==> config.mk <==
export PLATFORM = sky130hd
export DESIGN_NAME = cpu_seq_ctrl
export DESIGN_NICKNAME = d
export VERILOG_FILES = /design/src/rtl/cpu_seq_ctrl_pkg.sv /design/src/rtl/cpu_seq_ctrl_seq_timer.sv /design/src/rtl/cpu_seq_ctrl.sv
export SDC_FILE = /design/constraint.sdc
export NUM_CORES = 1
export LEC_CHECK = 0
export BUFFER_PORTS_ARGS = -buffer_cell sky130_fd_sc_hd__buf_4
export CORE_UTILIZATION = 44
export DETAILED_ROUTE_END_ITERATION = 7
export GPL_TIMING_DRIVEN = 0
export PLACE_DENSITY = 0.73
export SLEW_MARGIN = 5
export SYNTH_ARGS = -nofsm -noshare
export SYNTH_HDL_FRONTEND = slang
export SYNTH_HIERARCHICAL = 1
export SYNTH_SLANG_ARGS = --single-unit
==> constraint.sdc <==
create_clock -name i_clk -period 2.75 [get_ports i_clk]
set_input_delay 0.4125 -clock i_clk [delete_from_list [all_inputs] [get_ports i_clk]]
set_output_delay 0.4125 -clock i_clk [all_outputs]
set_load 0.05 [all_outputs]
==> src/rtl/cpu_seq_ctrl_pkg.sv <==
// cpu_seq_ctrl_pkg
//   Shared definitions for the 4-bit CPU control sequencer:
//   opcode constants, FSM state encoding, default timing values and
//   a helper that classifies ALU opcodes.
//   Optional feature macro used by the sequencer: CPU_SEQ_SINGLE_STEP_EN.
package cpu_seq_ctrl_pkg;

   // Opcodes live in INS[8:6]
   localparam logic [2:0] OP_NOP  = 3'b000;
   localparam logic [2:0] OP_LDI  = 3'b001;
   localparam logic [2:0] OP_ADD  = 3'b010;
   localparam logic [2:0] OP_SUB  = 3'b011;
   localparam logic [2:0] OP_AND  = 3'b100;
   localparam logic [2:0] OP_OR   = 3'b101;
   localparam logic [2:0] OP_HALT = 3'b110;
   localparam logic [2:0] OP_JMP  = 3'b111;

   // Default timing values
   localparam int DEF_RST_HOLD      = 3;  // set_pc cycles after reset release (2..15)
   localparam int DEF_FETCH_TIMEOUT = 8;  // FETCH cycles before FAULT (1..15)
   localparam int DEF_TMO_W         = 4;  // timer width

   typedef enum logic [2:0] {
      ST_RST,
      ST_FETCH,
      ST_DECODE,
      ST_EXEC,
      ST_WB,
      ST_HLT,
      ST_FAULT,
      ST_STEP_WAIT
   } state_t;

   // LDI/ADD/SUB/AND/OR take the EXEC -> WB path
   function automatic logic is_alu_op(input logic [2:0] opc);
      return (opc >= OP_LDI) && (opc <= OP_OR);
   endfunction

endpackage

==> src/rtl/cpu_seq_ctrl_seq_timer.sv <==
// cpu_seq_ctrl_seq_timer
//   Loadable down-counter with a terminal flag. Shared by the reset-hold
//   and fetch-timeout phases of the sequencer. Load has priority over
//   decrement; decrement saturates at zero.
// Ports:
//   i_clk       clock, rising edge
//   i_rst_n     asynchronous active-low reset (count -> 0)
//   i_load      load i_load_val on next edge
//   i_load_val  value to load
//   i_dec       decrement on next edge
//   o_tc        terminal flag, count == 0
module cpu_seq_ctrl_seq_timer
   import cpu_seq_ctrl_pkg::*;
#(
   parameter int W = DEF_TMO_W
) (
   input  logic         i_clk,
   input  logic         i_rst_n,
   input  logic         i_load,
   input  logic [W-1:0] i_load_val,
   input  logic         i_dec,
   output logic         o_tc
);

   logic [W-1:0] r_cnt;

   always_ff @(posedge i_clk or negedge i_rst_n) begin
      if (!i_rst_n) begin
         r_cnt <= '0;
      end else if (i_load) begin
         r_cnt <= i_load_val;
      end else if (i_dec && (r_cnt != '0)) begin
         r_cnt <= r_cnt - 1'b1;
      end
   end

   assign o_tc = (r_cnt == '0);

endmodule

==> src/rtl/cpu_seq_ctrl.sv <==
// cpu_seq_ctrl
//   Multi-cycle control sequencer for the 4-bit CPU. Holds the PC at zero
//   after reset, handshakes instruction fetch, and issues ALU / register-file
//   strobes and the PC advance pulse for each 9-bit instruction.
//   Optional macro CPU_SEQ_SINGLE_STEP_EN adds i_step: after every PC advance
//   the FSM parks in STEP_WAIT (halted) until i_step is seen.
// Ports:
//   i_clk        clock, rising edge
//   i_rst_n      asynchronous active-low reset
//   i_ins        instruction word, valid while i_imem_ack=1
//   i_imem_ack   instruction memory data valid
//   i_step       (CPU_SEQ_SINGLE_STEP_EN only) single-step advance
//   i_run        resume pulse from HALT
//   o_imem_req   fetch request (FETCH only)
//   o_set_pc     force PC to zero on next edge
//   o_pc_step    PC advance enable
//   o_alu_en     ALU operate strobe
//   o_reg_we     register-file write enable
//   o_opc        latched opcode
//   o_halted     high while halted (or parked in STEP_WAIT)
//   o_fault      sticky fetch-timeout flag
module cpu_seq_ctrl
   import cpu_seq_ctrl_pkg::*;
#(
   parameter int RST_HOLD      = DEF_RST_HOLD,
   parameter int FETCH_TIMEOUT = DEF_FETCH_TIMEOUT,
   parameter int TMO_W         = DEF_TMO_W
) (
   input  logic       i_clk,
   input  logic       i_rst_n,
   input  logic [8:0] i_ins,
   input  logic       i_imem_ack,
`ifdef CPU_SEQ_SINGLE_STEP_EN
   input  logic       i_step,
`endif
   input  logic       i_run,
   output logic       o_imem_req,
   output logic       o_set_pc,
   output logic       o_pc_step,
   output logic       o_alu_en,
   output logic       o_reg_we,
   output logic [2:0] o_opc,
   output logic       o_halted,
   output logic       o_fault
);

   // The first RST cycle arms the timer, so the load value is two short
   // of the number of set_pc edges wanted.
   localparam logic [TMO_W-1:0] L_HOLD_LOAD  = TMO_W'(RST_HOLD - 2);
   localparam logic [TMO_W-1:0] L_FETCH_LOAD = TMO_W'(FETCH_TIMEOUT - 1);

   state_t     r_state;
   state_t     w_state_next;
   state_t     w_after_step;
   logic       r_armed;
   logic       r_imem_req, r_set_pc, r_pc_step, r_alu_en, r_reg_we;
   logic       r_halted, r_fault;
   logic [2:0] r_opc;
   logic       w_tmr_load, w_tmr_dec, w_tmr_tc;
   logic [TMO_W-1:0] w_tmr_val;
   logic       w_resume;
   logic       w_ins_unused;

   // Operand bits INS[5:0] are consumed by the PC block and datapath.
   assign w_ins_unused = ^i_ins[5:0];

`ifdef CPU_SEQ_SINGLE_STEP_EN
   assign w_after_step = ST_STEP_WAIT;
   assign w_resume     = i_run | i_step;
`else
   assign w_after_step = ST_FETCH;
   assign w_resume     = i_run;
`endif

   cpu_seq_ctrl_seq_timer #(.W(TMO_W)) u_timer (
      .i_clk      (i_clk),
      .i_rst_n    (i_rst_n),
      .i_load     (w_tmr_load),
      .i_load_val (w_tmr_val),
      .i_dec      (w_tmr_dec),
      .o_tc       (w_tmr_tc)
   );

   always_comb begin
      w_state_next = r_state;
      w_tmr_load   = 1'b0;
      w_tmr_val    = '0;
      w_tmr_dec    = 1'b0;
      case (r_state)
         ST_RST: begin
            if (!r_armed) begin
               w_tmr_load = 1'b1;
               w_tmr_val  = L_HOLD_LOAD;
            end else if (w_tmr_tc) begin
               w_state_next = ST_FETCH;
            end else begin
               w_tmr_dec = 1'b1;
            end
         end
         ST_FETCH: begin
            // ack wins over the timeout in the same cycle
            if (i_imem_ack)    w_state_next = ST_DECODE;
            else if (w_tmr_tc) w_state_next = ST_FAULT;
            else               w_tmr_dec    = 1'b1;
         end
         ST_DECODE: w_state_next = (r_opc == OP_HALT) ? ST_HLT : ST_EXEC;
         ST_EXEC:   w_state_next = is_alu_op(r_opc) ? ST_WB : w_after_step;
         ST_WB:     w_state_next = w_after_step;
         ST_HLT:    if (w_resume) w_state_next = w_after_step;
`ifdef CPU_SEQ_SINGLE_STEP_EN
         ST_STEP_WAIT: if (i_step) w_state_next = ST_FETCH;
`else
         ST_STEP_WAIT: w_state_next = ST_FETCH;
`endif
         ST_FAULT:  w_state_next = ST_FAULT;
         default:   w_state_next = ST_RST;
      endcase
      // Every entry into FETCH restarts the timeout window.
      if ((w_state_next == ST_FETCH) && (r_state != ST_FETCH)) begin
         w_tmr_load = 1'b1;
         w_tmr_val  = L_FETCH_LOAD;
      end
   end

   // State and all strobes registered from the next state.
   always_ff @(posedge i_clk or negedge i_rst_n) begin
      if (!i_rst_n) begin
         r_state    <= ST_RST;
         r_armed    <= 1'b0;
         r_set_pc   <= 1'b1;
         r_imem_req <= 1'b0;
         r_pc_step  <= 1'b0;
         r_alu_en   <= 1'b0;
         r_reg_we   <= 1'b0;
         r_halted   <= 1'b0;
         r_fault    <= 1'b0;
         r_opc      <= 3'b000;
      end else begin
         r_state    <= w_state_next;
         r_armed    <= 1'b1;
         r_set_pc   <= (w_state_next == ST_RST);
         r_imem_req <= (w_state_next == ST_FETCH);
         r_alu_en   <= (w_state_next == ST_EXEC) && is_alu_op(r_opc);
         r_pc_step  <= ((w_state_next == ST_EXEC) && !is_alu_op(r_opc)) ||
                       (w_state_next == ST_WB);
         r_reg_we   <= (w_state_next == ST_WB);
         r_halted   <= (w_state_next == ST_HLT) || (w_state_next == ST_STEP_WAIT);
         r_fault    <= r_fault || (w_state_next == ST_FAULT);
         if ((r_state == ST_FETCH) && i_imem_ack) begin
            r_opc <= i_ins[8:6];
         end
      end
   end

   assign o_imem_req = r_imem_req;
   assign o_set_pc   = r_set_pc;
   // Resume from HALT advances the PC in the very cycle run is seen, so
   // that term bypasses the output register.
   assign o_pc_step  = r_pc_step || ((r_state == ST_HLT) && w_resume);
   assign o_alu_en   = r_alu_en;
   assign o_reg_we   = r_reg_we;
   assign o_opc      = r_opc;
   assign o_halted   = r_halted;
   assign o_fault    = r_fault;

endmodule

==> metrics.txt <==
worst-case clock buffer depth 2; Final Critical Period 2.56 ns; layout cells sized above 1 32.2%; CP Max Fanout 10; Hold WC Path Type in -> reg; Async S/R FF share, synth 100%; Min Hold Slack 0.337 ns; vias in the first global route 709; top cells by area, synth dfrtp_1 43%, nor3_1 3.6%, mux2_2 3.4%; final slew viol count 0; Inst Count DP 136; CTS tree yes; CTS root buf clkbuf_4; top cell type's share of synthesized area 43.3%; Peak VDD IR 0.000781 V; Post-synth EDFFs 0; total wire length 1790 µm; Clock Pin Slew Worst Setup and Hold Paths 0.11 ns; commonest cells after routing, fill and taps aside 19 x buf_4, 17 x dfrtp_1, 8 x nand2_1; clock skew 0.00801 ns; non-filler cells in the finished layout 142; clk_lat worst skew 0.30 ns; antenna violations before repair 0; Pwr per Cell Area 1410 mW/mm²; Initial DRC Count 18; max cap viols 0; placer congestion estimate 0.818; FILL cells 182; aggregate global-route resource usage 17.1%; Slew HR 58.8%; Synth Flop Type dfrtp_1; Syn Nets 107; worst-margin pin slew 0.616 ns; RSZ-0062 raised after global routing no; port buffer count 16; Synth area leader dfrtp_1; # IOs 23; DP HPWL 1300 µm; Pre-Repair DR Iteration Count 4; Syn Area/Cell 10.6 µm²; Die ar. 0.00243 mm²; routed len/inst 12.6 µm; library cells used by synthesis 43; Hold Fails Final Rpt 0; CP endpoint kind flip-flop; largest net degree at the start of global routing 19; leading cell type in the layout, fill and taps excluded buf_4; Multi-input gate area 478 µm²; ant diodes 0; status completed; TritonCTS buffer count 3; Tcrit/Tclk final 93.1%; vias post-DR 757; Lkg Pwr 0.557 nW; die height 49.3 µm; register area share after synthesis 45.9%; Storage cell area 452 µm²; Die X 49.3 µm; Final nets 130; Required @ worst endpoint 2.94 ns; Max Clk Rate 0.391 GHz; Critical Path AT 2.75 ns; critical path type reg -> reg; synthesized area 983 µm²; vias per std cell 5.33; Area Overhead vs Synth 21.8%; first-pass GRT wire length 3150 µm; Sum Neg Setup Slack 0 ns; initial core utilization 48.6%; antenna viol nets, final 0; CORE AREA 0.00202 mm²; FP Rows 16; H-Tree Depth 1; CTS Sinks 18; final setup fails 0; synth warn 6; Worst Setup Start Kind flip-flop; drt drc 0; #FFs+latches synth 18; grt total ovfl 0; synthesized instance count 93
stage by stage:
step | util (%) | setup WS [ns] | total power [mW] | instance area [µm²]
6_report | 59.2 | 0.189 | 1.69 | 1200
5_1_grt | 59.2 | 0.0241 | 1.81 | 1200
4_1_cts | 58.5 | 0.0155 | 1.67 | 1180
3_5_place_dp | 56.3 | 0.0299 | 1.50 | 1140
3_3_place_gp | 56.3 | 0.0616 | 1.48 | 1140
2_1_floorplan | - | 0.157 | 1.27 | 983
per-layer routing:
layer	wire length, µm	global-route usage, %
met5	0	0
met4	26	8.82
met3	49	2.18
met2	835	24.9
met1	878	24.5
critical path: stages (launching register included):
cell     delay (ns)
dfrtp_1        0.43
inv_1          0.07
ha_1           0.20
nor3b_4        0.33
and3b_1        0.21
o32ai_1        0.08
and3_4         0.20
o41ai_2        0.39
buf_6          0.18
nor3_1         0.05
a221o_1        0.31
cell type report:
cell class | instances | area share (%)
Clock buffer | 4 | 3.03
Multi-Input combinational cell | 65 | 39.9
Tap cell | 27 | 2.82
Timing Repair Buffer | 18 | 11.5
Buffer | 4 | 3.13
Inverter | 6 | 1.88
Sequential cell | 18 | 37.7
power breakdown:
part / internal, mW / switching, mW / total [mW]
Clock: 0.0808 / 0.0862 / 0.167
Combinational: 0.441 / 0.619 / 1.06
Sequential: 0.380 / 0.0836 / 0.463
cells in the mapped netlist (2+ instances only):
master	count
nor2_1	3
nor3b_1	4
conb_1	2
or2b_1	2
mux2_2	3
buf_6	2
buf_4	2
nor3_1	7
dfrtp_1	17
and2_1	2
nand2_1	8
a21oi_1	2
inv_1	6
o21ai_0	4
registers in the layout, indices dropped and copies added (netlist names):
register / cells
o_halted: 1
o_fault: 1
o_set_pc: 1
r_pc_step: 1
o_imem_req: 1
r_state: 3
o_opc: 3
o_reg_we: 1
o_alu_en: 1
u_timer/r_cnt: 4
r_armed: 1
what timing repair did:
action | in CTS | in global routing
endpoints found under the setup margin | 0 | 3
endpoints found under the hold margin | 17 | 0
hold buffers | 1 | 0
resized for setup | 0 | 1
setup buffers | 0 | 1
logic make-up after synthesis:
group	count (synthesis)	share of synthesized area [%]
AND/OR/NAND/NOR	40	26.7
adder cells (fa/ha/maj)	1	1.27
multiplexers	4	4.45
buffers and inverters	10	6.11
flip-flops	18	45.9
AO/OA/AOI/OAI	18	14.8
other	2	0.764
final timing paths:
| path | from | end | slack (ns) | cells past startpoint |
|---|---|---|---|---|
| worst min register to register | o_fault | o_fault | 0.47 | 1 |
| min in group asynchronous | i_rst_n | o_alu_en | 0.50 | 2 |
| worst max-delay path | u_timer/r_cnt[0] | u_timer/r_cnt[3] | 0.19 | 10 |
| worst min-delay path | i_ins[8] | o_opc[2] | 0.34 | 2 |
| max in group asynchronous | i_rst_n | o_set_pc | 1.98 | 2 |
| worst max register to register | u_timer/r_cnt[0] | u_timer/r_cnt[3] | 0.19 | 10 |
Power figures use the tool's default switching activity.
